`src/rtl/multicycle_controller.sv`:
```
// rtl/multicycle_controller.sv - main control FSM for the multicycle MIPS datapath
// Outputs are registered from the state being entered, so each state's decode appears with it.
module multicycle_controller #(
    parameter bit HALT_ON_ILLEGAL = 1'b0
) (
    input  logic       clk,
    input  logic       reset,
    input  logic [5:0] Op,
    input  logic [5:0] Funct,
    input  logic       Zero,
    output logic       IorD,
    output logic       MemWrite,
    output logic       IRWrite,
    output logic       RegDst,
    output logic       MemtoReg,
    output logic       RegWrite,
    output logic [1:0] ALUSrcA,
    output logic [1:0] ALUSrcB,
    output logic [2:0] ALUControl,
    output logic [1:0] PCSrc,
    output logic       PCEn,
    output logic [3:0] State
);

    typedef enum logic [3:0] {
        S_FETCH   = 4'd0,
        S_DECODE  = 4'd1,
        S_MEMADR  = 4'd2,
        S_MEMRD   = 4'd3,
        S_MEMWB   = 4'd4,
        S_MEMWR   = 4'd5,
        S_EXECUTE = 4'd6,
        S_ALUWB   = 4'd7,
        S_BEQ     = 4'd8,
        S_ADDIEX  = 4'd9,
        S_ADDIWB  = 4'd10,
        S_JUMP    = 4'd11,
        S_HALT    = 4'd15
    } state_t;

    localparam logic [5:0] OP_RTYPE = 6'b000000;
    localparam logic [5:0] OP_LW    = 6'b100011;
    localparam logic [5:0] OP_SW    = 6'b101011;
    localparam logic [5:0] OP_BEQ   = 6'b000100;
    localparam logic [5:0] OP_ADDI  = 6'b001000;
    localparam logic [5:0] OP_J     = 6'b000010;

    state_t     state;
    state_t     next_state;
    state_t     target;
    logic       is_store;
    logic       pc_write;
    logic       branch;
    logic [2:0] funct_alu;
    logic       funct_known;
    logic       funct_shift;

    always_comb begin
        funct_alu   = 3'd7;
        funct_known = 1'b1;
        case (Funct)
            6'b100000: funct_alu = 3'd2;
            6'b100010: funct_alu = 3'd3;
            6'b100100: funct_alu = 3'd0;
            6'b100101: funct_alu = 3'd1;
            6'b101010: funct_alu = 3'd6;
            6'b000000: funct_alu = 3'd4;
            6'b000010: funct_alu = 3'd5;
            default:   funct_known = 1'b0;
        endcase
    end

    assign funct_shift = (Funct == 6'b000000) || (Funct == 6'b000010);

    always_comb begin
        next_state = S_FETCH;
        case (state)
            S_FETCH:   next_state = S_DECODE;
            S_DECODE: begin
                case (Op)
                    OP_LW, OP_SW: next_state = S_MEMADR;
                    OP_RTYPE:     next_state = S_EXECUTE;
                    OP_BEQ:       next_state = S_BEQ;
                    OP_ADDI:      next_state = S_ADDIEX;
                    OP_J:         next_state = S_JUMP;
                    default:      next_state = HALT_ON_ILLEGAL ? S_HALT : S_FETCH;
                endcase
            end
            // lw/sw was latched in DECODE so Op is ignored from here on
            S_MEMADR:  next_state = is_store ? S_MEMWR : S_MEMRD;
            S_MEMRD:   next_state = S_MEMWB;
            S_EXECUTE: next_state = S_ALUWB;
            S_ADDIEX:  next_state = S_ADDIWB;
            S_HALT:    next_state = S_HALT;
            default:   next_state = S_FETCH;
        endcase
    end

    assign target = reset ? S_FETCH : next_state;

    always_ff @(posedge clk) begin
        state <= target;
        if (reset) begin
            is_store <= 1'b0;
        end else if (state == S_DECODE) begin
            is_store <= (Op == OP_SW);
        end

        IorD       <= 1'b0;
        MemWrite   <= 1'b0;
        IRWrite    <= 1'b0;
        RegDst     <= 1'b0;
        MemtoReg   <= 1'b0;
        RegWrite   <= 1'b0;
        ALUSrcA    <= 2'b00;
        ALUSrcB    <= 2'b00;
        ALUControl <= 3'd2;
        PCSrc      <= 2'b00;
        pc_write   <= 1'b0;
        branch     <= 1'b0;
        case (target)
            S_FETCH: begin
                IRWrite  <= 1'b1;
                ALUSrcB  <= 2'b01;
                pc_write <= 1'b1;
            end
            S_DECODE:  ALUSrcB <= 2'b11;
            S_MEMADR: begin
                ALUSrcA <= 2'b01;
                ALUSrcB <= 2'b10;
            end
            S_MEMRD:   IorD <= 1'b1;
            S_MEMWB: begin
                MemtoReg <= 1'b1;
                RegWrite <= 1'b1;
            end
            S_MEMWR: begin
                IorD     <= 1'b1;
                MemWrite <= 1'b1;
            end
            S_EXECUTE: begin
                ALUSrcA    <= funct_shift ? 2'b10 : 2'b01;
                ALUControl <= funct_alu;
            end
            S_ALUWB: begin
                RegDst   <= 1'b1;
                RegWrite <= funct_known;
            end
            S_BEQ: begin
                ALUSrcA    <= 2'b01;
                ALUControl <= 3'd3;
                PCSrc      <= 2'b01;
                branch     <= 1'b1;
            end
            S_ADDIEX: begin
                ALUSrcA <= 2'b01;
                ALUSrcB <= 2'b10;
            end
            S_ADDIWB:  RegWrite <= 1'b1;
            S_JUMP: begin
                PCSrc    <= 2'b10;
                pc_write <= 1'b1;
            end
            default: ;
        endcase
    end

    assign PCEn  = pc_write | (branch & Zero);
    assign State = state;

endmodule

```
`config.mk`:
```
export PLATFORM = sky130hd
export DESIGN_NAME = multicycle_controller
export DESIGN_NICKNAME = d
export VERILOG_FILES = /design/src/rtl/multicycle_controller.sv
export SDC_FILE = /design/constraint.sdc
export NUM_CORES = 1
export LEC_CHECK = 0
export CAP_MARGIN = 10
export CORE_MARGIN = 1
export CORE_UTILIZATION = 41
export CTS_CLUSTER_SIZE = 16
export DETAILED_ROUTE_END_ITERATION = 12
export GPL_TIMING_DRIVEN = 0
export HOLD_SLACK_MARGIN = 0.08
export PLACE_DENSITY = 0.86
export SLEW_MARGIN = 20
export SYNTH_ARGS = -nofsm -noshare
export SYNTH_HDL_FRONTEND = slang
export SYNTH_SLANG_ARGS = --single-unit
```
`constraint.sdc`:
```
create_clock -name clk -period 1.7 [get_ports clk]
set_input_delay 0.17 -clock clk [delete_from_list [all_inputs] [get_ports clk]]
set_output_delay 0.17 -clock clk [all_outputs]
set_load 0.05 [all_outputs]
```
### Word level (Yosys, flattened, before mapping)

Index checks and enable logic that the tools add are counted.

* register bits: 22
* input bits: 15
* output and inout bits: 20
* word-level logic and storage cells: 75

* equal/unequal tests: 28
* mux-type cells: 19
* bitwise logic cells: 2
* reductions and logical operators: 12

Operators with widths (count)
* equality test 6 bit (second input constant): 7
* case mux 4 bit (7 select lines): 1
* equality test 4 bit (second input constant): 6
* case mux 3 bit (7 select lines): 1
* equality test 4 x 3 -> 1 bit (second input constant): 5
* case mux 4 bit (5 select lines): 1
* equality test 4 x 2 -> 1 bit (second input constant): 4
* equality test 6 x 2 -> 1 bit (second input constant): 2
* logical NOT 6 bit: 2
* OR reduction 2 bit: 5
* equality test 4 x 1 -> 1 bit (second input constant): 2
* logical NOT 4 bit: 2
* two-way mux 1 bit: 8
* case mux 2 bit (2 select lines): 2
* OR reduction 7 bit: 1
* equality test 6 x 3 -> 1 bit (second input constant): 1
* equality test 6 x 4 -> 1 bit (second input constant): 1
* case mux 2 bit (3 select lines): 1
* case mux 3 bit (2 select lines): 1
* two-way mux 4 bit: 1
* two-way mux 3 bit: 1
* OR reduction 3 bit: 1
* two-way mux 2 bit: 1
* case mux 1 bit (2 select lines): 1
* other kinds (3): 3

### Logic depth before layout (Yosys ltp)

Gate-level depths: netlist of the first run.

* depth after elaboration: 8
* mapped depth: 7

### Least setup slack after synthesis of the first run

OpenSTA, ideal clock, no wires.

* path type: flip-flop to flip-flop
* start point: reg state[0] (netlist: State[0])
* end point: reg ALUControl[1]
* arrival time: 2.170 ns
* path slack: -0.597 ns
* stages on the path, launching flop included: 6
* path buffers: 1
* cell sequence: dfxtp_1 -> clkbuf_8 -> o2111ai_2 -> a2111oi_4 -> nand4_4 -> or3_1

* word-level cells in the longest chain between the ends: 5
* elaborated cells between the ends (all ways): 12
* classes of those cells: 8 x eq/ne; 3 x mux; 1 x reduce/logical

RTL lines
* from (decl): line 48 `state_t state;`
* from (signal assigned): line 102 `state <= target;`
* equality test 4 bit (tied with other cells): line 77 `case (state)`
* case mux 4 bit (7 select lines) *: line 77
* two-way mux 4 bit *: line 99 `assign target = reset ? S_FETCH : next_state;`
* named net target[1]: line 50 `state_t target;`
* equality test 4 bit or equality test 4 x 3 -> 1 bit (tied branches): line 121 `case (target)`
* case mux 3 bit (2 select lines) *: line 121
* to (signal assigned): line 143 `ALUControl <= funct_alu;`
* to (decl): line 19 `output logic [2:0] ALUControl,`

The timed path passes the listed nets; every way through them passes the cells marked *.
A chain may end at the register's enable or synchronous reset.

### Worst setup path in the final report of the first run

* start point: reg state[1] (netlist: State[1])
* end point: reg ALUSrcB[1]

* word-level cells in the longest chain between the ends: 6
* elaborated cells between the ends (all ways): 15
* classes of those cells: 9 x eq/ne; 3 x mux; 3 x reduce/logical

RTL lines
* equality test 4 bit (tied with other cells): line 77
* case mux 4 bit (7 select lines) *: line 77
* two-way mux 4 bit *: line 99
* named net target[1]: line 50
* equality test 4 bit or equality test 4 x 2 -> 1 bit (tied branches): line 121
* OR reduction 2 bit (no line)
* case mux 2 bit (3 select lines) *: line 121
* to (signal assigned): line 124 `ALUSrcB <= 2'b01;`
* to (signal assigned): line 127 `S_DECODE: ALUSrcB <= 2'b11;`
* to (signal assigned): line 130 `ALUSrcB <= 2'b10;`
* to (decl): line 18 `output logic [1:0] ALUSrcB,`

Marks and branches as above.

==> impl_metrics.ini, run 1 <==
[timing]
fin_setup_tns_ps = -4320
final.setup_skew_ps = 6.07
fin_crit_ps = 2050
slew_violations = 0
slew_headroom_pct = 65.1
setup_slack_ps = -350
setup_violations = 18
fmax_ghz = 0.488
rsz0062_at_grt = true
period_share_pct = 121
finalHoldViolCount = 0
worstMarginPinSlew_ps = 522

[synthesis]
ys_ff_latch = 21
avgSynthCellArea_um2 = 9.77
ys.flop_type = dfxtp_1
synth-edff-count = 0
synth_async_sr_flop_share_pct = 0
seq_area_frac_synth_pct = 37.8
synth_cell_type_count = 50
synth_cells = 114
yosysWarningCount = 0
syn_area_um2 = 1110
synth_fp_nets = 129

[clock_tree]
clk_pin_slew_ps = 120
clock_path_buffers = 2
cts.sinks = 21
cts_inserted_buffers = 3
root_buffer = clkbuf_4
cts_tree = yes
clock_latency_ps = 320
ctsHoldBuffers = 0
h-tree-depth = 1

[drt]
firstDrtPassIters = 4
ant_nets = 0
finalWirelength_mm = 4.37
routed_via_density = 6.08
drc = 0
drtIter0Drc = 44
vias = 1289
wl_per_cell_um = 20.6

[critical_path]
startpoint_type = flop
critPathKind = reg -> reg
arrival_ps = 2290
critical_path_peak_fanout = 6
required_ps = 1940
critPathCaptureType = flop

[placement]
portBuffers = 34
place.gp.congestion = 0.799
dp_cells = 178
place_hpwl_mm = 2.08

[run_status]
status = finished with violations
violations = setup timing

[final_layout]
syn_to_final_growth_pct = 85.7
stdcell_count = 212
n_antenna_cell = 0
nets = 198
post-route-util_pct = 82.0
drive_gt1_share_pct = 48.4

[global_routing]
grt_pass1_vias = 1208
grt_start_max_net_pins = 13
grt_pass1_wl_mm = 5.59
gr-total-overflow = 0
antenna_found_initial = 0
grt.total_usage_pct = 27.3

[worst_hold_path]
hp-class = in -> reg

[pwr]
irDropWorstVdd_mv = 0.633
power_density_nw_per_um2 = 524
p_leak_nw = 0.814

[die]
die_w_um = 54.1
pin_count = 35
row_count = 18
die-area_um2 = 2930
core_area_um2 = 2520
die_h_um = 54.1
initial_core_util_pct = 44.1

[run]
maxCapViolations = 0
stage by stage:
stage	instance area [um^2]	total power [mW]	setup WS [ps]	hold slack, ps
finish	2070	1.08	-350	515
global route	2070	1.11	-403	537
CTS	1890	1.03	-214	499
detailed placement	1550	0.764	-732	528
global placement	1550	0.758	-672	545
floorplan	1170	0.671	-322	242
cell type report:
class                   instances  area (um^2)
multi-input cells              84          865
repair buffers                 64          626
fillers                       132          454
flip-flops and latches         21          435
plain buffers                   5         62.6
well taps                      30         37.5
clock buffers                   3         22.5
inverters                       4         15.0
clock inverters                 1         5.00
sequential cells by signal, summed over array words and instances (netlist names):
signal	cells
RegWrite	1
is_store	1
branch	1
State	4
RegDst	1
ALUSrcB	2
IRWrite	1
PCSrc	1
ALUControl	3
pc_write	1
ALUSrcA	2
MemtoReg	1
IorD	1
MemWrite	1
final timing paths:
kind | start | endpoint | slack [ps] | cells after the start
worst max register to register | State[1] | ALUSrcB[1] | -350 | 8
worst max-delay path | State[1] | ALUSrcB[1] | -350 | 8
worst min-delay path | Op[3] | is_store | 520 | 3
worst min register to register | is_store | is_store | 610 | 2
worst max-delay path: stages, from the launching register on:
cell       delay, ps
dfxtp_4          380
buf_8            140
nor3b_4          260
a32oi_4           90
a2111oi_4        420
buf_4            200
nand4_4          100
buf_4            160
o32ai_2          210
cells in the final DEF (no fill, tap or decap), drive strengths merged, types with 2 or more instances in the layout:
master,count
and3,2
dlymetal6s2s,3
o2111ai,2
nor2b,2
o32ai,4
nand2,7
nor2,9
a2111oi,2
a32oi,2
nand3,5
a211o,2
clkbuf,4
or2,4
clkdlybuf4s50,25
o21ai,6
xor2,2
dlygate4sd2,6
inv,4
nor4,2
dfxtp,21
a211oi,2
a21oi,2
buf,33
nor3,10
power breakdown:
part	internal, mW	switching [mW]	total, mW
sequential	0.502	0.00930	0.512
combinational	0.141	0.179	0.320
clock	0.0883	0.163	0.252
cells by family after synthesis:
kind of cell | count (synthesis) | synth area share (%)
flops | 21 | 37.8
compound gates | 30 | 23.4
xor+xnor | 3 | 2.36
mux | 2 | 1.91
simple gates | 49 | 28.3
buf+inv | 9 | 6.29
cell usage after synthesis, types with 2 or more instances:
library cell / number / area share (%)
dfxtp_1: 21 / 38
nor2_1: 8 / 2.7
nand2_1: 7 / 2.4
nor3_1: 7 / 3.1
nand3_1: 5 / 2.2
o21ai_0: 5 / 2.2
inv_1: 4 / 1.3
o32ai_1: 4 / 3.1
or2_2: 4 / 2.2
buf_6: 3 / 3.0
a211o_1: 2 / 1.6
a21oi_1: 2 / 0.90
a32oi_1: 2 / 1.6
nor3_2: 2 / 1.8
nor4_1: 2 / 1.1
xor2_1: 2 / 1.6
per-layer routing:
layer / global-route usage (%) / wire (um) / up-vias
li1: - / - / 569
met1: 30.1 / 1670 / 618
met2: 49.6 / 2240 / 84
met3: 5.93 / 283 / 18
met4: 12.0 / 172 / 0
met5: 0 / 0 / -
timing repair:
action,in CTS,in global routing
gates cloned,1,0
resized for setup,32,22
pin swaps,11,14
setup endpoints to repair,19,21
setup buffers,18,12
Note: power is estimated with default switching activity, not from simulation.
==> run 2, diff against run 1 <==
HOLD_SLACK_MARGIN = default   (was 0.08)
==> results of run 2 <==
No change in the layout: final DEF, timing and power equal those of run 1.
==> run 3, diff against run 2 <==
--- a/config.mk
+++ b/config.mk
@@ -8,9 +8,9 @@
 export CAP_MARGIN = 10
 export CORE_MARGIN = 1
-export CORE_UTILIZATION = 41
+export CORE_UTILIZATION = 45
 export CTS_CLUSTER_SIZE = 16
 export DETAILED_ROUTE_END_ITERATION = 12
 export GPL_TIMING_DRIVEN = 0
-export PLACE_DENSITY = 0.86
+export PLACE_DENSITY = 0.89
 export SLEW_MARGIN = 20
 export SYNTH_ARGS = -nofsm -noshare
==> constraint.sdc (replaced) <==
create_clock -name clk -period 2.3 [get_ports clk]
set_input_delay 0.345 -clock clk [delete_from_list [all_inputs] [get_ports clk]]
set_output_delay 0.345 -clock clk [all_outputs]
set_load 0.05 [all_outputs]
==> impl_metrics.ini, run 3 (synthesized netlist as in run 1, its figures left out) <==
[run_status]
status = finished, final reports clean

[global_routing]
gr-total-overflow = 0
grt_pass1_vias = 1009
grt_start_max_net_pins = 13
antenna_found_initial = 0
grt_pass1_wl_mm = 4.40
grt.total_usage_pct = 21.7

[drt]
wl_per_cell_um = 15.2
finalWirelength_mm = 2.77
routed_via_density = 5.92
drtIter0Drc = 40
drc = 0
vias = 1078
firstDrtPassIters = 4
ant_nets = 0

[timing]
rsz0062_at_grt = false
setup_slack_ps = 59.3
setup_violations = 0
final.setup_skew_ps = 5.35
slew_headroom_pct = 62.2
fin_crit_ps = 2240
slew_violations = 0
worstMarginPinSlew_ps = 567
finalHoldViolCount = 0
fmax_ghz = 0.446
period_share_pct = 97.4

[worst_hold_path]
hold_depth = 2
hp-class = reg -> reg
hold_path_end = is_store
hp-start = is_store

[final_layout]
post-route-util_pct = 67.8
final_common_cell = clkdlybuf4s50_1
multi_input_area_um2 = 636
fillers = 181
n_antenna_cell = 0
largest_reg_flops = 4
syn_to_final_growth_pct = 38.7
drive_gt1_share_pct = 19.5
seqCellArea_um2 = 420
layout_common_cells = 34 x clkdlybuf4s50_1, 21 x dfxtp_1, 8 x nor2_1
nets = 170

[clock_tree]
root_buffer = clkbuf_4
clock_latency_ps = 300
h-tree-depth = 1
clk_pin_slew_ps = 110
cts_tree = yes
cts.sinks = 21
cts_inserted_buffers = 3
clock_path_buffers = 2

[placement]
place.gp.congestion = 0.834
portBuffers = 34
place_hpwl_mm = 2.13
pre_cts_ws_ps = -401

[die]
die_w_um = 51.7
die_h_um = 51.7
pin_count = 35
row_count = 17
core_area_um2 = 2280
die-area_um2 = 2680
initial_core_util_pct = 48.9

[pwr]
fin_total_pwr_mw = 0.735
irDropWorstVdd_mv = 0.490
p_leak_nw = 0.542
power_density_nw_per_um2 = 476

[critical_path]
critPathKind = in -> reg
r2r_end = IorD
required_ps = 2490
rrSetupSlack_ps = 90
rr_startpoint = State[2]
arrival_ps = 2440
startpoint_type = primary input
cp-startpoint = Op[0]
r2r_cells = 7
critPathCaptureType = flop
critical_path_peak_fanout = 4

[run]
maxCapViolations = 0
run 3: cell types whose count changed in the layout (fill, tap and decap cells not counted), sizes merged:
cell | before | now
bufbuf | 1 | 0
dlygate4sd2 | 6 | 0
dlymetal6s2s | 3 | 0
clkdlybuf4s50 | 25 | 34
buf | 33 | 6
run 3: worst max-delay path, cell delays in order:
cell             delay, ps
clkdlybuf4s50_1        450
nor4_1                 410
nand3_1                340
a2111oi_4              450
nand3_1                220
o32ai_1                220
run 3: how the worst max path moves through the flow:
stage                     to  depth (start not counted)
2_1_floorplan  ALUControl[1]                          5
3_3_place_gp   ALUControl[1]                          6
3_5_place_dp   ALUControl[1]                          6
4_1_cts           ALUSrcB[1]                          6
5_1_grt           ALUSrcA[0]                          6
6_report          ALUSrcB[1]                          6
run 3: timing repair:
item | CTS | global route
gates resized for setup | 0 | 1
pin swaps | 1 | 0
setup endpoints to repair | 4 | 1
buffers inserted | 2 | 0
hold buffers | 0 | 0
run 3: metal layers:
metal / up-vias / global-route usage, % / part of all wire [%]
met5: - / 0 / 0
met4: 0 / 3.15 / 1.8
met3: 9 / 4.39 / 6.6
met2: 52 / 39.6 / 51
met1: 502 / 26.6 / 40
li1: 515 / - / -
run 3: final cells by class:
class	instances	share of cell area, %
plain buffers	5	3.57
clock buffers	3	1.46
clock inverters	1	0.324
inverters	4	0.972
multi-input cells	84	41.2
flip-flops and latches	21	27.2
well taps	28	2.27
repair buffers	36	23.0
run 3: stage by stage:
step / area (um^2) / hold WS, ps / instances / TNS, ps
final: 1540 / 582 / 182 / 0
after global routing: 1540 / 613 / 182 / 0
after CTS: 1530 / 580 / 182 / 0
after detailed placement: 1490 / 553 / 176 / -2990
after global placement: 1490 / 552 / 176 / -2170
after floorplan: 1110 / 417 / 114 / 0
run 3: power by group:
group	total, mW	switching (mW)	internal (mW)
Clock	0.176	0.111	0.0649
Combinational	0.180	0.102	0.0779
Sequential	0.379	0.00485	0.374
